### config.mk
export PLATFORM = sky130hd
export DESIGN_NAME = parallel_multiplier
export DESIGN_NICKNAME = d
export VERILOG_FILES = /design/src/rtl/parallel_multiplier_pkg.sv /design/src/rtl/parallel_multiplier_full_adder.sv /design/src/rtl/parallel_multiplier.sv
export SDC_FILE = /design/constraint.sdc
export NUM_CORES = 1
export LEC_CHECK = 0
export ABC_AREA = 1
export CAP_MARGIN = 0
export CORE_MARGIN = 2
export CORE_UTILIZATION = 43
export DETAILED_ROUTE_END_ITERATION = 10
export PLACE_DENSITY = 0.75
export SYNTH_ARGS = -nofsm -noshare
export SYNTH_HDL_FRONTEND = slang
export SYNTH_SLANG_ARGS = --single-unit
### constraint.sdc
create_clock -name clk -period 4.4 [get_ports clk]
set_input_delay 0.66 -clock clk [delete_from_list [all_inputs] [get_ports clk]]
set_output_delay 0.66 -clock clk [all_outputs]
set_load 0.1 [all_outputs]
### src/rtl/parallel_multiplier_pkg.sv
// Shared constants for the parallel multiplier slice.
// Holds the default operand width used by the top level.
package parallel_multiplier_pkg;

    localparam int DEFAULT_WIDTH = 4;

endpackage

### src/rtl/parallel_multiplier_full_adder.sv
// One-bit full adder cell used in the multiplier's adder grid.
// A half adder is this cell with cin tied low.
module full_adder (
    input  logic a,
    input  logic b,
    input  logic cin,
    output logic sum,
    output logic cout
);

    assign sum  = a ^ b ^ cin;
    assign cout = (a & b) | (a & cin) | (b & cin);

endmodule

### src/rtl/parallel_multiplier.sv
// Unsigned array multiplier: AND-gate partial products summed by ripple rows
// of full adders, with the full-precision product captured in an output register.
//
// Handshake: in_valid qualifies A/B. out_valid follows one cycle later and
// qualifies Y. There is no ready/backpressure; a new pair may arrive every cycle.
module parallel_multiplier
    import parallel_multiplier_pkg::*;
#(
    parameter int WIDTH = DEFAULT_WIDTH
) (
    input  logic                 clk,
    input  logic                 rst,
    input  logic [WIDTH-1:0]     A,
    input  logic [WIDTH-1:0]     B,
    input  logic                 in_valid,
    output logic [2*WIDTH-1:0]   Y,
    output logic                 out_valid
);

    logic [WIDTH-1:0]   pp [WIDTH];
    logic [2*WIDTH-1:0] product;

    always_comb begin
        for (int i = 0; i < WIDTH; i++) begin
            pp[i] = A & {WIDTH{B[i]}};
        end
    end

    assign product[0] = pp[0][0];

    genvar i, j;
    for (i = 1; i < WIDTH; i++) begin : g_row
        // addend is the previous row's sum shifted right by one, with its carry on top
        logic [WIDTH-1:0] addend;
        logic [WIDTH-1:0] sum;
        logic             cout_row;

        if (i == 1) begin : g_first
            assign addend = {1'b0, pp[0][WIDTH-1:1]};
        end else begin : g_next
            assign addend = {g_row[i-1].cout_row, g_row[i-1].sum[WIDTH-1:1]};
        end

        for (j = 0; j < WIDTH; j++) begin : g_col
            logic ci;
            logic s;
            logic co;

            if (j == 0) begin : g_half
                assign ci = 1'b0;
            end else begin : g_full
                assign ci = g_col[j-1].co;
            end

            full_adder u_fa (
                .a    (pp[i][j]),
                .b    (addend[j]),
                .cin  (ci),
                .sum  (s),
                .cout (co)
            );

            assign sum[j] = s;
        end

        assign cout_row   = g_col[WIDTH-1].co;
        assign product[i] = sum[0];
    end

    assign product[2*WIDTH-1:WIDTH] = {g_row[WIDTH-1].cout_row, g_row[WIDTH-1].sum[WIDTH-1:1]};

    // Y refreshes every cycle; out_valid alone says whether it is meaningful
    always_ff @(posedge clk) begin
        if (rst) begin
            Y         <= '0;
            out_valid <= 1'b0;
        end else begin
            Y         <= product;
            out_valid <= in_valid;
        end
    end

endmodule

==> metrics.txt, run 1 <==
status finished, final reports clean; first-pass GRT wire length 1720 um; Placer Congestion about 0.74; Initial Util a little under half; Hold Fails Final Rpt 0; FF+latch count, synth 9; area share of the largest cell type after synthesis a little under a third; sequential area share after synthesis ~30%; largest family of logic cells by synthesized area adder cells; I/O Buffers 19; DP HPWL between 800 and 900 um; Max Cap Viol 0; worst slew pin tran 0.970 ns; H-tree Lvls 1; Comb power frac between 40 and 50%; Clock power frac between 20% and 30%; final hold slack 0.779 ns; Wirelength per Cell approximately 9.0 um; cts hold-fix bufs 0; met1 GRT Util between 15 and 20%; WS Path Type in2reg; Fillers between 100 and 150; post-layout min period between 4 and 5 ns; number of DRC markers in iteration 0 1; CTS resizes 0; Compound-Gate Fraction of Synth Area 0%; Mapped Area 593 sq um; Overflow after GRT 0; top cells by area, synth dfxtp_1 (30%), fa_1 (27%), inv_1 (16%), nand2_1 (10%), ha_1 (8.4%); largest net degree at the start of global routing 10; synth warn 0; CP max FO 2; RSZ-0062 raised after global routing false; I/O pin cnt 20; core area approximately 1300 sq um; fin cells between 100 and 150; busiest grt layer met2; Clock transition at path regs roughly 0.060 ns; final setup violation count 0; Post-DRT Antenna Nets 0; Cells after DPL between 100 and 150; CTS tree built; Rel. slew slack a little over a third; post-DR vias/cell 4.23; WP data required between 4 and 5 ns; Peak VDD IR roughly 0.12 mV; clock buffer depth 2; die height slightly above 40 um; Slew Viols, Final 0; sw power between 100 and 150 uW; layout cells sized above 1 a little over an eighth; area grow syn2layout 47.0%; biggest area consumer among synthesized cells dfxtp_1; drt first pass iters 2; Setup crit end kind flip-flop; switching share of total power 43.9%; Clock Sinks 9; CTS Root Cell clkbuf_4; Seq pwr share 31.0%; # rows 13; Setup WS pre-CTS -0.212 ns; Cells after Synth between 70 and 80; vias in the first global route about 460; die area 1690 sq um; # diodes 0; Setup Buffers After CTS 0; drt drc 0; Post-Synth XOR/XNOR Area 0%; power per cell area about 350 nW/um^2; Horiz. Die Dim roughly 40 um; Final Cycle Share 95.6%; Setup crit start kind primary input; GRT met2 Usage 28.9%; mux cell area share after synthesis 0%; Synth cell types 7; CTS Buf Count 3; Pint 169 uW; crit path DAT roughly 4.4 ns; initial antenna violation count 0; Pleak slightly above 0.5 nW; total track usage roughly 17%; met3 GRT Util around 3.3%; Hold Path Class in2reg; Syn Nets 96; Final nets 124; via count 487; f_max about 0.24 GHz; final worst slack 0.192 ns; Mean Syn Cell Area between 8 and 9 sq um; Adder-Cell Fraction of Synth Area a little over a third; Simple-Gate Fraction of Synth Area between 10% and 20%; DRT Wirelength slightly above 1000 um
==> power groups by stage <==
stage / Combinational (mW) / Clock [mW] / Sequential (mW)
2_1_floorplan: 0.0350 / 0 / 0.164
3_3_place_gp: 0.141 / 0 / 0.0946
3_5_place_dp: 0.144 / 0 / 0.0952
4_1_cts: 0.145 / 0.0638 / 0.0934
5_1_grt: 0.160 / 0.0696 / 0.0945
6_report: 0.145 / 0.0629 / 0.0932
==> layout make-up <==
| type | instances | area [sq um] | share of cell area [%] |
|---|---|---|---|
| Timing Repair Buffer | 24 | 235 | 27.0 |
| Multi-Input combinational cell | 37 | 314 | 36.0 |
| Tap cell | 15 | 18.8 | 2.15 |
| Sequential cell | 9 | 180 | 20.7 |
| Clock buffer | 4 | 26.3 | 3.01 |
| Inverter | 26 | 97.6 | 11.2 |
==> state kept, by name, indices dropped and copies added (netlist names) <==
signal,cells
Y,8
out_valid,1
==> metrics by stage <==
step           total power [mW]  TNS, ns  cell area, sq um  utilization [%]
6_report                  0.301        0               872             67.0
5_1_grt                   0.324        0               872             67.0
4_1_cts                   0.302        0               855             65.7
3_5_place_dp              0.240   -0.318               828             63.7
3_3_place_gp              0.235   -0.191               828             63.7
2_1_floorplan             0.199        0               593                -
==> cells in the mapped netlist <==
library cell	instances
buf_6	1
dfxtp_1	9
inv_1	26
fa_1	8
nor2_1	9
nand2_1	16
ha_1	4
==> cells in the final DEF, fill, tap and decap left out, drive strengths merged <==
| cell type | instances |
|---|---|
| inv | 26 |
| nand2 | 16 |
| clkdlybuf4s50 | 16 |
| dfxtp | 9 |
| nor2 | 9 |
| fa | 8 |
| buf | 5 |
| ha | 4 |
| clkbuf | 4 |
| dlymetal6s2s | 3 |
==> routing by layer <==
metal / part of all wire (%) / vias to the layer above
li1: - / 250
met1: 39 / 224
met2: 56 / 11
met3: 3.1 / 2
met4: 1.8 / 0
met5: 0 / -
==> critical path, cell delays in order <==
cell and delay (ns):
clkdlybuf4s50_1 0.48, nand2_1 0.06, inv_1 0.05, ha_1 0.14
inv_1 0.05, fa_2 0.33, fa_1 0.47, inv_2 0.08
fa_2 0.19, inv_1 0.05, fa_1 0.48, inv_1 0.06
fa_2 0.36, fa_2 0.36, fa_1 0.48, inv_1 0.04
nor2_1 0.08
==> final timing paths <==
| path | from | cells past startpoint | to | slack (ns) |
|---|---|---|---|---|
| setup / recovery | A[0] | 17 | Y[6]$_SDFF_PP0_ | 0.19 |
| hold / removal | B[0] | 4 | Y[0]$_SDFF_PP0_ | 0.78 |
==> kinds of logic after synthesis <==
kind of cell	count (synthesis)
buf+inv	27
simple gates	25
fa+ha+maj	12
flops	9
(Power assumes the default switching activity.)
==> inputs of run 2 (changes only) <==
--- a/config.mk
+++ b/config.mk
@@ -6,6 +6,7 @@
 export NUM_CORES = 1
 export LEC_CHECK = 0
 export ABC_AREA = 1
+export ABC_CLOCK_PERIOD_IN_PS = 4400
 export CAP_MARGIN = 0
 export CORE_MARGIN = 2
 export CORE_UTILIZATION = 43
==> results of run 2 <==
The final DEF is identical to that of run 1; final timing and power are the same.
==> inputs of run 3 (changes only) <==
--- a/config.mk
+++ b/config.mk
@@ -6,12 +6,14 @@
 export NUM_CORES = 1
 export LEC_CHECK = 0
 export ABC_AREA = 1
-export ABC_CLOCK_PERIOD_IN_PS = 4400
+export ABC_CLOCK_PERIOD_IN_PS = 5400
 export CAP_MARGIN = 0
-export CORE_MARGIN = 2
-export CORE_UTILIZATION = 43
+export CORE_AREA = 2 2 39 41
 export DETAILED_ROUTE_END_ITERATION = 10
-export PLACE_DENSITY = 0.75
+export DIE_AREA = 0 0 41 43
+export DONT_BUFFER_PORTS = 1
+export PLACE_DENSITY = 0.58
 export SYNTH_ARGS = -nofsm -noshare
 export SYNTH_HDL_FRONTEND = slang
 export SYNTH_SLANG_ARGS = --single-unit
+export TNS_END_PERCENT = 10
==> constraint.sdc (replaced) <==
create_clock -name clk -period 5.4 [get_ports clk]
set_input_delay 0.81 -clock clk [delete_from_list [all_inputs] [get_ports clk]]
set_output_delay 0.81 -clock clk [all_outputs]
set_load 0.1 [all_outputs]
==> metrics.txt, run 3 (synthesized netlist as in run 1, its figures left out) <==
status finished, final reports clean; Max Cap Viol 0 (unchanged); crit path DAT 4.10 ns (-0.30 ns); Largest register FFs 8 (unchanged); clock buffer depth 2 (unchanged); area grow syn2layout 5.91%; drt first pass iters 4 (+2); total track usage 11.5% (-5.2 points); Final Cycle Share roughly 72%; I/O pin cnt 20 (unchanged); CTS tree built; # rows 14 (+1); first-pass GRT wire length 1350 um (-21%); worst slew pin tran 0.939 ns (-0.0315 ns); number of DRC markers in iteration 0 9 (+8); most common cell after layout, fill and taps aside inv_1; Final nets 100 (-19%); Initial Util 42.9% (-2.7 points); Cells after DPL 88 (-21%); post-DR vias/cell 4.17 (-1.4%); Setup Buffers After CTS 0 (unchanged); DP Area 602 sq um (-27%); f_max roughly 0.26 GHz; Clock transition at path regs 0.06 ns (about the same); core area 1380 sq um (+6.3%); CTS Root Cell clkbuf_4; Peak VDD IR 0.0986 mV (-19%); die area 1760 sq um (+4.2%); cts hold-fix bufs 0 (unchanged); DP HPWL 708 um (-21%); Clock Sinks 9 (unchanged); Hold Path Class in2reg; via count 384 (-21%); Overflow after GRT 0 (unchanged); Pwr Total 214 uW (-29%); DRT Wirelength 794 um (-23%); Placer Congestion 0.757 (+1.7%); post-route cell area 628 sq um (-28%); WP data required 5.59 ns (+1.00 ns); final setup violation count 0 (unchanged); die height 43 um (+4.5%); power per cell area 340 nW/um^2 (-1.4%); post-layout min period between 3 and 4 ns; initial antenna violation count 0 (unchanged); most used cell, CP fa_1; CP max-delay cell fa_1; most frequent cells in the layout inv_1 (26), nand2_1 (16), dfxtp_1 (9), nor2_1 (9), fa_1 (8); Hold Fails Final Rpt 0 (unchanged); setup_tns 0 ns (unchanged); Wirelength per Cell 8.63 um (-3.8%); Setup crit end kind flip-flop; Setup crit start kind primary input; Slew Viols, Final 0 (unchanged); final worst slack 1.50 ns (+1.30 ns); WS Path Type in2reg; I/O Buffers 0 (-19); layout cells sized above 1 3.95% (-9.1 points); CP max FO 4 (+2); WP buf/inv 6 (-1); register bank with the most flops Y; final hold slack 0.622 ns (-0.156 ns); largest net degree at the start of global routing 10 (unchanged); CP delay by family, top adder cells; drt drc 0 (unchanged); CTS Buf Count 3 (unchanged); CTS resizes 0 (unchanged); H-tree Lvls 1 (unchanged); crit path cell chain nand2_1, inv_1, ha_1, inv_1, fa_1, fa_1, inv_1, fa_1, inv_1, fa_1, inv_1, fa_1, fa_1, fa_1, inv_1, nor2_1; Setup WS pre-CTS 1.21 ns (+1.42 ns); Largest regs Y (8), out_valid (1); delay of the slowest critical-path stage 0.49 ns (about the same); Post-Route Utilization 45.4% (-22 points); Rel. slew slack 37.3% (+2.2 points); Pleak 0.397 nW (-23%); Post-DRT Antenna Nets 0 (unchanged); RSZ-0062 raised after global routing false; vias in the first global route 353 (-23%); # diodes 0 (unchanged); Horiz. Die Dim 41 um (-0.33%); fin cells 92 (-20%)
[run 3: cell types whose count changed in the layout (fill, tap and decap cells not counted)]
cell / before / now
buf_4: 5 / 0
clkdlybuf4s50_1: 16 / 0
dlymetal6s2s_1: 3 / 0
fa_1: 4 / 8
fa_2: 4 / 0
inv_1: 25 / 26
inv_2: 1 / 0
[run 3: layout make-up]
cell class,instances,area (sq um)
Inverter,26,97.6
Sequential cell,9,180
Clock buffer,4,26.3
Tap cell,16,20.0
Fill cell,147,756
Multi-Input combinational cell,37,304
[run 3: layer usage]
layer / track usage [%] / share of wire [%] / vias to the layer above
met5: 0 / 0 / -
met4: 10.0 / 1.8 / 0
met3: 3.14 / 6.0 / 2
met2: 15.9 / 50 / 13
met1: 13.7 / 42 / 167
li1: - / - / 202
[run 3: path summary, 6_finish.rpt]
check | end | cells after the start | startpoint
max | Y[6]$_SDFF_PP0_ | 16 | A[0]
min | Y[4]$_SDFF_PP0_ | 1 | rst
[run 3: power by group]
part / internal, mW / switching, mW / total (mW)
registers: 0.0743 / 0.0587 / 0.133
logic: 0.0140 / 0.0178 / 0.0318
clock network: 0.0283 / 0.0205 / 0.0488
total: 0.117 / 0.0971 / 0.214
